File: src/rtl/serial_adder.sv
// Bit-serial WIDTH-bit adder: one fulladder cell processes one bit per clock,
// LSB first. The result appears on sum/cout together with a one-cycle done pulse.

// Single-bit full adder, the only adding logic in the design.
module fulladder (
    input  logic a,
    input  logic b,
    input  logic cin,
    output logic sum,
    output logic cout
);
    assign sum  = a ^ b ^ cin;
    assign cout = (a & b) | (cin & (a ^ b));
endmodule

module serial_adder #(
    parameter int WIDTH = 8
) (
    input  logic             clk,
    input  logic             reset,
    input  logic             start,
    input  logic [WIDTH-1:0] a,
    input  logic [WIDTH-1:0] b,
    input  logic             cin,
    output logic             busy,
    output logic             done,
    output logic [WIDTH-1:0] sum,
    output logic             cout
);
    // $clog2(WIDTH+1) is at least 1 for every legal WIDTH (1..32)
    localparam int CW = $clog2(WIDTH + 1);

    typedef enum logic [1:0] {IDLE = 2'd0, RUN = 2'd1, DONE = 2'd2} state_t;

    state_t           r_state;
    state_t           w_next;
    logic             w_load;
    logic             w_busy;
    logic             w_done;
    logic             w_last;

    logic [WIDTH-1:0] r_a_sr;
    logic [WIDTH-1:0] r_b_sr;
    logic             r_carry;
    logic [CW-1:0]    r_cnt;
    logic [WIDTH-1:0] r_sum;
    logic             r_cout;

    logic             w_fa_sum;
    logic             w_fa_cout;
    // Sum shift register contents after the current bit is shifted in
    logic [WIDTH-1:0] w_s_next;

    fulladder u_fa (
        .a   (r_a_sr[0]),
        .b   (r_b_sr[0]),
        .cin (r_carry),
        .sum (w_fa_sum),
        .cout(w_fa_cout)
    );

    assign w_last = (r_cnt == CW'(WIDTH - 1));

    // The sum shift register only needs to hold the WIDTH-1 bits already
    // produced; the bit computed this cycle completes it in w_s_next.
    generate
        if (WIDTH == 1) begin : g_w1
            assign w_s_next = w_fa_sum;
        end else begin : g_wn
            logic [WIDTH-2:0] r_s_sr;

            // Shift the newly produced sum bit in from the top
            always_ff @(posedge clk) begin
                if (reset)
                    r_s_sr <= '0;
                else if (r_state == RUN)
                    r_s_sr <= w_s_next[WIDTH-1:1];
            end

            assign w_s_next = {w_fa_sum, r_s_sr};
        end
    endgenerate

    // State register
    always_ff @(posedge clk) begin
        if (reset)
            r_state <= IDLE;
        else
            r_state <= w_next;
    end

    // Next-state, operand-load strobe and status outputs
    always_comb begin
        w_next = r_state;
        w_load = 1'b0;
        w_busy = 1'b0;
        w_done = 1'b0;
        case (r_state)
            IDLE: begin
                if (start) begin
                    w_load = 1'b1;
                    w_next = RUN;
                end
            end
            RUN: begin
                w_busy = 1'b1;
                if (w_last)
                    w_next = DONE;
            end
            DONE: begin
                w_done = 1'b1;
                if (start) begin
                    w_load = 1'b1;
                    w_next = RUN;
                end else begin
                    w_next = IDLE;
                end
            end
            default: w_next = IDLE;
        endcase
    end

    // Operand shift, carry and bit counter; result captured on the last bit
    always_ff @(posedge clk) begin
        if (reset) begin
            r_a_sr  <= '0;
            r_b_sr  <= '0;
            r_carry <= 1'b0;
            r_cnt   <= '0;
            r_sum   <= '0;
            r_cout  <= 1'b0;
        end else if (w_load) begin
            r_a_sr  <= a;
            r_b_sr  <= b;
            r_carry <= cin;
            r_cnt   <= '0;
        end else if (r_state == RUN) begin
            r_a_sr  <= r_a_sr >> 1;
            r_b_sr  <= r_b_sr >> 1;
            r_carry <= w_fa_cout;
            r_cnt   <= r_cnt + CW'(1);
            if (w_last) begin
                r_sum  <= w_s_next;
                r_cout <= w_fa_cout;
            end
        end
    end

    assign busy = w_busy;
    assign done = w_done;
    assign sum  = r_sum;
    assign cout = r_cout;

endmodule

File: config.mk
export PLATFORM = sky130hd
export DESIGN_NAME = serial_adder
export DESIGN_NICKNAME = d
export VERILOG_FILES = /design/src/rtl/serial_adder.sv
export SDC_FILE = /design/constraint.sdc
export NUM_CORES = 1
export LEC_CHECK = 0
export BUFFER_PORTS_ARGS = -buffer_cell sky130_fd_sc_hd__buf_4
export CORE_ASPECT_RATIO = 0.5
export CORE_MARGIN = 10
export CORE_UTILIZATION = 53
export DETAILED_ROUTE_END_ITERATION = 10
export PLACE_DENSITY = 0.77
export RECOVER_POWER = 25
export SLEW_MARGIN = 20
export SYNTH_ARGS = -nofsm -noshare
export SYNTH_HDL_FRONTEND = slang
export SYNTH_SLANG_ARGS = --single-unit
File: constraint.sdc
create_clock -name clk -period 2.2 [get_ports clk]
set_input_delay 0.22 -clock clk [delete_from_list [all_inputs] [get_ports clk]]
set_output_delay 0.22 -clock clk [all_outputs]
set_load 0.01 [all_outputs]
## Word-level counts from Yosys, hierarchy flattened

Cells that the tools add are included.

- Add/sub/neg operators: 1
- Bitwise gates (word level): 6
- Eq/ne operators: 5
- Reductions and logical operators: 6
- Multiplexer cells: 14

Operator list:

| cell | count |
|---|---|
| 8-bit 2-to-1 mux | 4 |
| 1-bit 2-to-1 mux | 7 |
| 2-bit one-hot mux with 3 select lines | 1 |
| 4-bit by 1-bit adder with 4-bit output, second input constant | 1 |
| 4-bit by 3-bit == test with 1-bit output, second input constant | 1 |
| 2-bit 2-to-1 mux | 2 |
| 2-bit inequality test, second input constant | 2 |
| 2-bit OR reduction | 2 |
| 3-bit AND reduction | 1 |
| 1-bit AND | 2 |
| 2-bit by 1-bit == test with 1-bit output, second input constant | 1 |
| 2-bit == test, second input constant | 1 |
| 2-bit logical NOT | 1 |
| 2-bit AND reduction | 1 |
| 2-bit nonzero test | 1 |
| 1-bit bitwise XOR | 2 |
| 1-bit inverter | 1 |
| 1-bit OR | 1 |

- Logic and storage cells: 40
- Output and inout port bits: 11
- Flip-flop bits (word level): 39
- Input bits: 20

## Longest topological paths before layout

Gate-level depths: netlist of run 1.

- Word-level depth: 5
- Mapped depth: 5
- Gate-level depth less buffers: 4

## Cells and area by module

A second synthesis of run 1 with hierarchy kept.

- Cells, all modules: 181
- Area, all modules: 1615.3 um^2

Modules (own cells, without submodules):

| module | instances | seq. area each (um^2) | area an instance (um^2) | cells each |
|---|---|---|---|---|
| serial_adder | 1 | 780.7 | 1595.3 | 180 |
| fulladder | 1 | 0.0 | 20.0 | 1 |

## Least setup slack after synthesis of run 1

No wires, ideal clock.

- Kind: register -> register
- Start: register r_state[1]
- End: register r_cnt[3]
- Buffers on the path: 1
- Library setup time: 0.086 ns
- Arrival time: 1.117 ns
- Period minus slack after synthesis: 1.202 ns
- Cell stages (with the launch flop): 5
- Slack: 0.998 ns
- Required time: 2.114 ns
- Cell sequence: dfxtp_1 nand2b_1 buf_6 or3_1 a211oi_1

- Longest elaborated chain between the ends: 4

RTL lines:

| what | RTL line | text |
|---|---|---|
| start, declared | 35 | `state_t r_state;` |
| start signal, assigned | 89 | `r_state <= w_next;` |
| 2-bit == test or 2-bit logical NOT (tied branches) | 98 | `case (r_state)` |
| 2-bit OR reduction (no line) | n/a |  |
| 1-bit 2-to-1 mux | n/a |  |
| 2-bit OR reduction (no line) | n/a |  |
| end signal, assigned | 141 | `r_cnt <= r_cnt + CW'(1);` |
| end, declared | 45 | `logic [CW-1:0] r_cnt;` |

Several ways; a longest one is shown, not always the timed one.
A chain may end at the register's enable or synchronous reset.

## Final worst setup path of run 1

Same ends and word-level chain as after synthesis.

==> results of run 1 <==
-- sequential cells by signal, summed over array words and instances, names as in the netlist --
signal and count:
g_wn.r_s_sr 7, r_cnt 4, r_carry 1, sum 8, r_b_sr 8, r_a_sr 8
r_state 2, cout 1
-- worst max-delay path, cell delays in order, from the launching register on --
cell                       delay [ns]
sky130_fd_sc_hd__dfxtp_1         0.32
sky130_fd_sc_hd__nand2b_1        0.15
sky130_fd_sc_hd__clkbuf_2        0.38
sky130_fd_sc_hd__or3_1           0.47
sky130_fd_sc_hd__a211oi_1        0.24
-- where the power goes --
group / switching (mW) / internal (mW) / leakage (nW)
registers: 0.0203 / 0.738 / 0.318
logic: 0.0867 / 0.0706 / 0.317
clock network: 0.252 / 0.453 / 0.0654
total: 0.359 / 1.26 / 0.701
-- metrics by stage --
stage / power [mW] / setup slack [ns]
floorplan: 0.882 / 0.998
global placement: 0.928 / 0.858
detailed placement: 0.931 / 0.798
CTS: 1.63 / 0.750
global route: 1.68 / 0.420
finish: 1.62 / 0.549
-- metal layers --
layer	track usage [%]	routed length, µm	share of wire [%]	vias up
met5	0	0	0	-
met4	7.10	58	1.7	0
met3	4.66	168	4.9	4
met2	20.1	1620	47	27
met1	13.5	1600	46	600
li1	-	-	-	680
-- cell families (layout without fill, tap and decap cells) --
kind of cell / Yosys count / after routing / share of synthesized area, %
DFF: 39 / 39 / 48.2
muxes: 11 / 11 / 6.80
adders and majority gates: 2 / 2 / 2.01
AOI/OAI and AO/OA: 28 / 28 / 11.7
buffers and inverters: 15 / 42 / 4.40
and+or+nand+nor: 87 / 87 / 25.9
xor gates and xnor gates: 2 / 2 / 1.08
-- layout by cell type (no fill, tap or decap), types with 2 or more instances in the layout --
cell	netlist	routed
sky130_fd_sc_hd__clkbuf_8	0	5
sky130_fd_sc_hd__a21oi_1	11	11
sky130_fd_sc_hd__dfxtp_1	39	39
sky130_fd_sc_hd__mux2i_1	11	11
sky130_fd_sc_hd__nor2_1	11	11
sky130_fd_sc_hd__o22ai_1	3	3
sky130_fd_sc_hd__a311oi_1	10	10
sky130_fd_sc_hd__clkbuf_1	7	10
sky130_fd_sc_hd__a22oi_1	2	2
sky130_fd_sc_hd__nand2_1	35	35
sky130_fd_sc_hd__bufinv_16	0	2
sky130_fd_sc_hd__nand3b_1	2	2
sky130_fd_sc_hd__nand3_1	4	4
sky130_fd_sc_hd__nor3_1	11	11
sky130_fd_sc_hd__buf_4	0	23
sky130_fd_sc_hd__nand2b_1	20	20
-- cell type report --
cell class                      instances  area [µm²]  share of cell area [%]
Clock buffer                            6        72.6                    3.73
Clock inverter                          2        60.1                    3.08
Inverter                                1        3.75                   0.193
Multi-Input combinational cell        130         768                    39.5
Sequential cell                        39         781                    40.1
Tap cell                               40        50.0                    2.57
Timing Repair Buffer                   33         211                    10.9
-- synthesized netlist by cell type, drive strengths merged --
cell,count,share of area (%)
xnor2,1,0.54
nor3,11,3.4
nand2b,20,7.7
nor2,12,3.2
a211oi,1,0.46
buf,7,2.5
ha,1,0.77
nand3b,2,0.93
a22oi,2,0.93
or3,1,0.39
o22ai,3,1.2
a311oi,10,5.4
nor2b,1,0.39
o21ai,1,0.31
xor2,1,0.54
and2b,1,0.46
nand2,35,8.1
nand3,4,1.2
dfxtp,39,48
a21oi,11,3.4
fa,1,1.2
mux2i,11,6.8
clkinv,1,0.23
clkbuf,7,1.6
-- path summary, 6_finish.rpt --
kind / from / end / slack (ns) / depth (start not counted)
worst min-delay path: a[7] / r_a_sr[7]$_SDFFE_PP0P_ / 0.17 / 3
worst min register to register: g_wn.r_s_sr[0]$_SDFFE_PP0N_ / g_wn.r_s_sr[0]$_SDFFE_PP0N_ / 0.46 / 2
worst max register to register: r_state[1]$_SDFFE_PP0P_ / r_cnt[3]$_SDFFE_PP0N_ / 0.55 / 4
worst max-delay path: r_state[1]$_SDFFE_PP0P_ / r_cnt[3]$_SDFFE_PP0N_ / 0.55 / 4
==> results.txt, run 1 <==
The placer's final routability congestion estimate came out at 0.735. After the flow finishes, the layout carries non-filler instances totaling approximately 250. The area of the die is 5800 µm². Setup repair after global routing left no endpoint under its margin.

Across the VDD grid, the largest voltage drop is 0.548 mV. Along the worst path, the maximum fanout reaches 28. The total of max-cap violations is 0. Dividing the detail-routed wire length by the instance count gives 13.7 µm. The average footprint of a synthesized cell is 8.81 µm². From left edge to right edge, the die measures 98.2 µm.

At the worst endpoint, the required time is 2.41 ns. The post-cts resize count came out at 0. After detailed routing, the total wire length is 3450 µm. The number of library cell types mapped by synthesis came out at 26. The final standard cell area without fillers is 1950 µm².

The count of final max-slew check failures came out at 0. The register area share after synthesis came out at 48.2%. The pin count of the biggest net entering global routing came out at 49. The residual overflow from global routing came out at 0. The starting density of the core is 54.7%.

For this design the ratio of total power to cell area is 833 nW/µm². The number of buffers added for setup after CTS is 0. The count of nets after finishing came out at 232. The final worst-path cycle share is 75.0%.

0 antenna diodes ended up in the layout. The number of optimization iterations in the first detailed-route pass is 4. The relative area change from synthesis to final layout came out at 20.2%. The transition time at the pin with the least slew margin came out at 0.589 ns. The number of vias per cell came out at about 5.2. The placeable core region is 2960 µm². The accumulated negative setup slack came out at 0 ns. Including well taps, the total number of placed cells is 243.

In the global route stage, overall resource usage came out at 12.2%. Synthesis handed over a netlist of 184 instances. After clock tree synthesis, the clock-pin slew on the worst setup and hold paths is 0.08 ns.

The count of standard-cell rows is 14. Cells fill 65.8% of the core in the end. The leakage component of the power came out at approximately 0.7 nW. TritonCTS built the clock tree.

The H-tree was split into 2 levels. The number of buffers added by the clock tree synthesis step is 5. The final worst clock skew came out at 0.00726 ns. No sink is reached through more buffers than the 2 on the longest clock path. The via total after detailed routing came out at 1,311. The height of the die is 59.1 µm. The net count after synthesis came out at 206. The total setup violations reported at the end of the flow came out at 0. The tightest min-delay check is of the primary input to flip-flop type. The wire length of the first global-routing pass is 5720 µm.

Once detailed placement completed, the half-perimeter wirelength came to approximately 2200 µm. The I/O pin total is 31. The clock period could shrink to 1.65 ns. The placed standard-cell area came out at 1850 µm². The summed instance area of the synthesized netlist is roughly 1600 µm². The violation count after the first detailed-routing iteration is 71. The share of cells above drive strength 1 came out at 15.2%. The number of antenna violations at the first check in global routing came out at 0. The total of hold buffers inserted after clock tree synthesis came out at 0. The number of remaining DRC errors is 0. The number of port buffers came out at 30. The timing-limited maximum frequency is 0.606 GHz. For the worst-skew pair, the clock arrives at the later sink with an insertion delay of 0.29 ns. After filler insertion, the fill cell instance count of the layout stands at 253. The count of nets left with antenna violations once routing finished came out at 0. The clock net sink count is 39. The data arrival time of the critical path is 1.86 ns.

The kind of critical path is flip-flop to flip-flop. The final-layout worst hold slack came out at 0.170 ns. The hold violation total from the final report came out at 0. In this run, synthesis produced a sequential element count of 39.

The relative slew slack is about three fifths. The root buffer selected by CTS is sky130_fd_sc_hd__clkbuf_8. The number of global-route vias before repair is 1,263. The worst setup path is launched from a flip-flop.

The endpoint kind of the worst setup timing path is a flip-flop. The flow ran to the end, and the final reports show no timing, DRC or antenna violations. The yosys synthesis warning count came out at 0.
Note: power is estimated with default switching activity, not from simulation.
==> run 2, diff against run 1 <==
- CORE_UTILIZATION: 53 -> 48
- PLACE_DENSITY: 0.77 -> 0.73
- clock period: 2.2 -> 1.5 ns (I/O delays scaled with it)
==> run 2 against run 1 <==
Core utilization fell by 2.8 points. Via count increased by 1.3%. Global-route usage down 0.81 points. Register-to-register slack lost 0.34 ns. Clock skew is essentially flat. Final cell count grew 1.6%. Sequential power increased by 46%. Hold slack got worse by 0.064 ns.
==> results.txt, run 2 (synthesized netlist as in run 1, its figures left out) <==
The flow ran to the end, and the final reports show no timing, DRC or antenna violations. The number of H-tree levels was 2 (unchanged). The final core utilization came to 63.0% (-2.8 points). The layer flagged by global routing as most heavily used is met2. The root buffer cell chosen for the clock tree is sky130_fd_sc_hd__clkbuf_8. In this run the worst hold path is classified as primary input to flip-flop. The transition time at the pin with the least slew margin came to 0.419 ns (-0.169 ns). The required time at the endpoint of the critical path came to 1.35 ns (-1.06 ns). The total of max-cap violations came out at 0 (unchanged). The count of final max-slew check failures is 0 (unchanged). The reg-to-reg setup timing slack is 0.21 ns (-0.34 ns). The number of global-route vias before repair came out at 1,288 (+2.0%). The sum of buffers and inverters on the critical path is 3 (+2). The clock transition at the register clock pins on the worst setup and hold paths after CTS is 0.07 ns (about the same). The starting density of the core came to 52.0% (-2.8 points). The largest fanout of any net on the critical path is 9 (-68%). The total of fill cells in the finished design is 288 (+14%).

Static timing analysis puts the maximum clock frequency at 0.726 GHz. The global-route met1 utilization came out at 12.3% (-1.3 points). The clock net sink count is 39 (unchanged).

The area taken by multi-input logic gates is 771 µm² (+0.33%). The worst setup path is captured at a primary output. The biggest cell delay along the critical path came out at 0.33 ns (-0.14 ns).

The leakage component of the power came out at 0.710 nW (+1.3%). The number of vias per cell came out at 5.21 (-0.29%). The wire length after detailed routing is 3300 µm (-4.3%). The overall fraction of global-route tracks in use came out at 11.4% (-0.81 points). The share of cells above drive strength 1 is 17.2% (+2.0 points). The cell repeated most along the worst path is sky130_fd_sc_hd__buf_4.

The number of nets with antenna violations after detailed routing came to 0 (unchanged). The area growth from synthesis to layout is 21.2%. The violation count after the first detailed-routing iteration is 80 (+13%).

The met2 usage came to 19.6% (-0.47 points). The placeable core region came out at 3120 µm² (+5.3%). The diode insertion count for antenna repair is 0 (unchanged). The fraction of met3 tracks used by global routing is 4.36% (-0.30 points). The area of the die is 6240 µm² (+7.5%). The number of buffers added by the clock tree synthesis step is 5 (unchanged).

The maximum buffer depth of the clock tree came to 2 (unchanged). The final worst clock skew came out at 0.00696 ns (-0.000293 ns). The accumulated negative setup slack is 0 ns (unchanged). The gate family responsible for the most delay along the worst path is buffers and inverters. The HPWL after detailed placement is 2180 µm (-0.62%). The placer's final routability congestion estimate is 0.801 (+8.9%).

The number of antenna violations at the first check in global routing was 0 (unchanged). Among all stages on the critical path, the largest delay is contributed by sky130_fd_sc_hd__dfxtp_1. The CTS tree is done. The hold violation total from the final report came out at 0 (unchanged). The detailed-route wire length per cell is 12.9 µm (-5.8%). The data arrival time of the critical path came to 1.23 ns (-0.63 ns). The register cell area after layout came out at 781 µm² (unchanged).

The critical path in this run is classified as flip-flop to primary output. The pin count of the biggest net entering global routing came out at 49 (unchanged). The largest vdd supply drop came out at 0.602 mV (+10%). The power per standard cell area came out at 1060 nW/µm² (+27%). The residual overflow from global routing is 0 (unchanged). The total setup violations reported at the end of the flow is 0 (unchanged). The horizontal die dimension was 102 µm (+4.0%). The relative slew slack is 72.1% (+11 points).

The count of standard-cell rows came out at 14 (unchanged). The number of optimization iterations in the first detailed-route pass is 4 (unchanged). The shortest clock period the worst path allows after layout is 1.38 ns. The commonest non-fill, non-tap cell in the layout is sky130_fd_sc_hd__dfxtp_1.

The number of port buffers came out at 30 (unchanged). The top cell types in the final layout, fill and taps aside, are sky130_fd_sc_hd__dfxtp_1, sky130_fd_sc_hd__nand2_1, sky130_fd_sc_hd__buf_4. The height of the die is 61.1 µm (+3.4%). The number of remaining DRC errors came to 0 (unchanged). The I/O pin total came to 31 (unchanged).

STA classifies the critical path startpoint as a flip-flop. The wire length of the first global-routing pass is 5680 µm (-0.73%). The count of nets after finishing came out at 237 (+2.2%).

Setup repair after global routing left no endpoint under its margin. The via total after detailed routing came out at 1,328 (+1.3%). The insertion delay to the later sink of the worst-skew pair came out at 0.29 ns (about the same). The total of hold buffers inserted after clock tree synthesis came out at 0 (unchanged).

The final worst-path cycle share came out at 91.8%. The critical path goes through nand2b_2, clkinv_1, buf_4, buf_4.
[run 2: final timing paths]
path	cells after the start	to	startpoint
hold reg to reg	2	g_wn.r_s_sr[0]$_SDFFE_PP0N_	g_wn.r_s_sr[0]$_SDFFE_PP0N_
setup / recovery	4	busy	r_state[1]$_SDFFE_PP0P_
hold / removal	3	r_a_sr[7]$_SDFFE_PP0P_	a[7]
setup reg to reg	5	sum[7]$_SDFFE_PP0P_	r_cnt[0]$_SDFFE_PP0N_
[run 2: where the power goes]
| part | switching (mW) | leakage [nW] | internal, mW |
|---|---|---|---|
| sequential | 0.0294 | 0.318 | 1.08 |
| combinational | 0.129 | 0.345 | 0.119 |
| clock | 0.351 | 0.0470 | 0.361 |
| total | 0.509 | 0.710 | 1.56 |
[run 2: cell type report]
cell class	instances	share of cell area [%]
sequential	39	39.8
multi-input combinational	130	39.3
timing repair buffer	38	13.8
clock buffer	6	4.21
tap	40	2.55
clock inverter	1	0.255
inverter	1	0.191
[run 2: timing repair]
item / in CTS / in global routing
gates resized for setup: 1 / 0
hold endpoints to repair: 0 / 0
pin swaps: 0 / 1
setup endpoints to repair: 1 / 2
buffers inserted: 0 / 1
[run 2: stage by stage]
stage / cell area (µm²) / hold WS (ns) / cells / setup WS [ns] / total power [mW]
after detailed placement: 1890 / 0.412 / 247 / 0.152 / 1.38
final: 1960 / 0.106 / 255 / 0.123 / 2.07
after floorplan: 1620 / 0.286 / 184 / 0.298 / 1.29
after global routing: 1960 / 0.120 / 255 / 0.0385 / 2.16
after CTS: 1980 / 0.104 / 254 / 0.108 / 2.08
after global placement: 1890 / 0.403 / 247 / 0.209 / 1.38
[run 2: metal layers]
layer / share of wire (%) / wire length (µm)
met2: 46 / 1530
met3: 5.9 / 194
met5: 0 / 0
met4: 1.0 / 34
met1: 47 / 1540
[run 2: worst reg2reg max path, stage by stage (launching register included)]
cell,delay (ns)
sky130_fd_sc_hd__dfxtp_1,0.37
sky130_fd_sc_hd__ha_1,0.18
sky130_fd_sc_hd__nand3b_1,0.17
sky130_fd_sc_hd__nor2_4,0.17
sky130_fd_sc_hd__buf_12,0.14
sky130_fd_sc_hd__mux2i_1,0.19
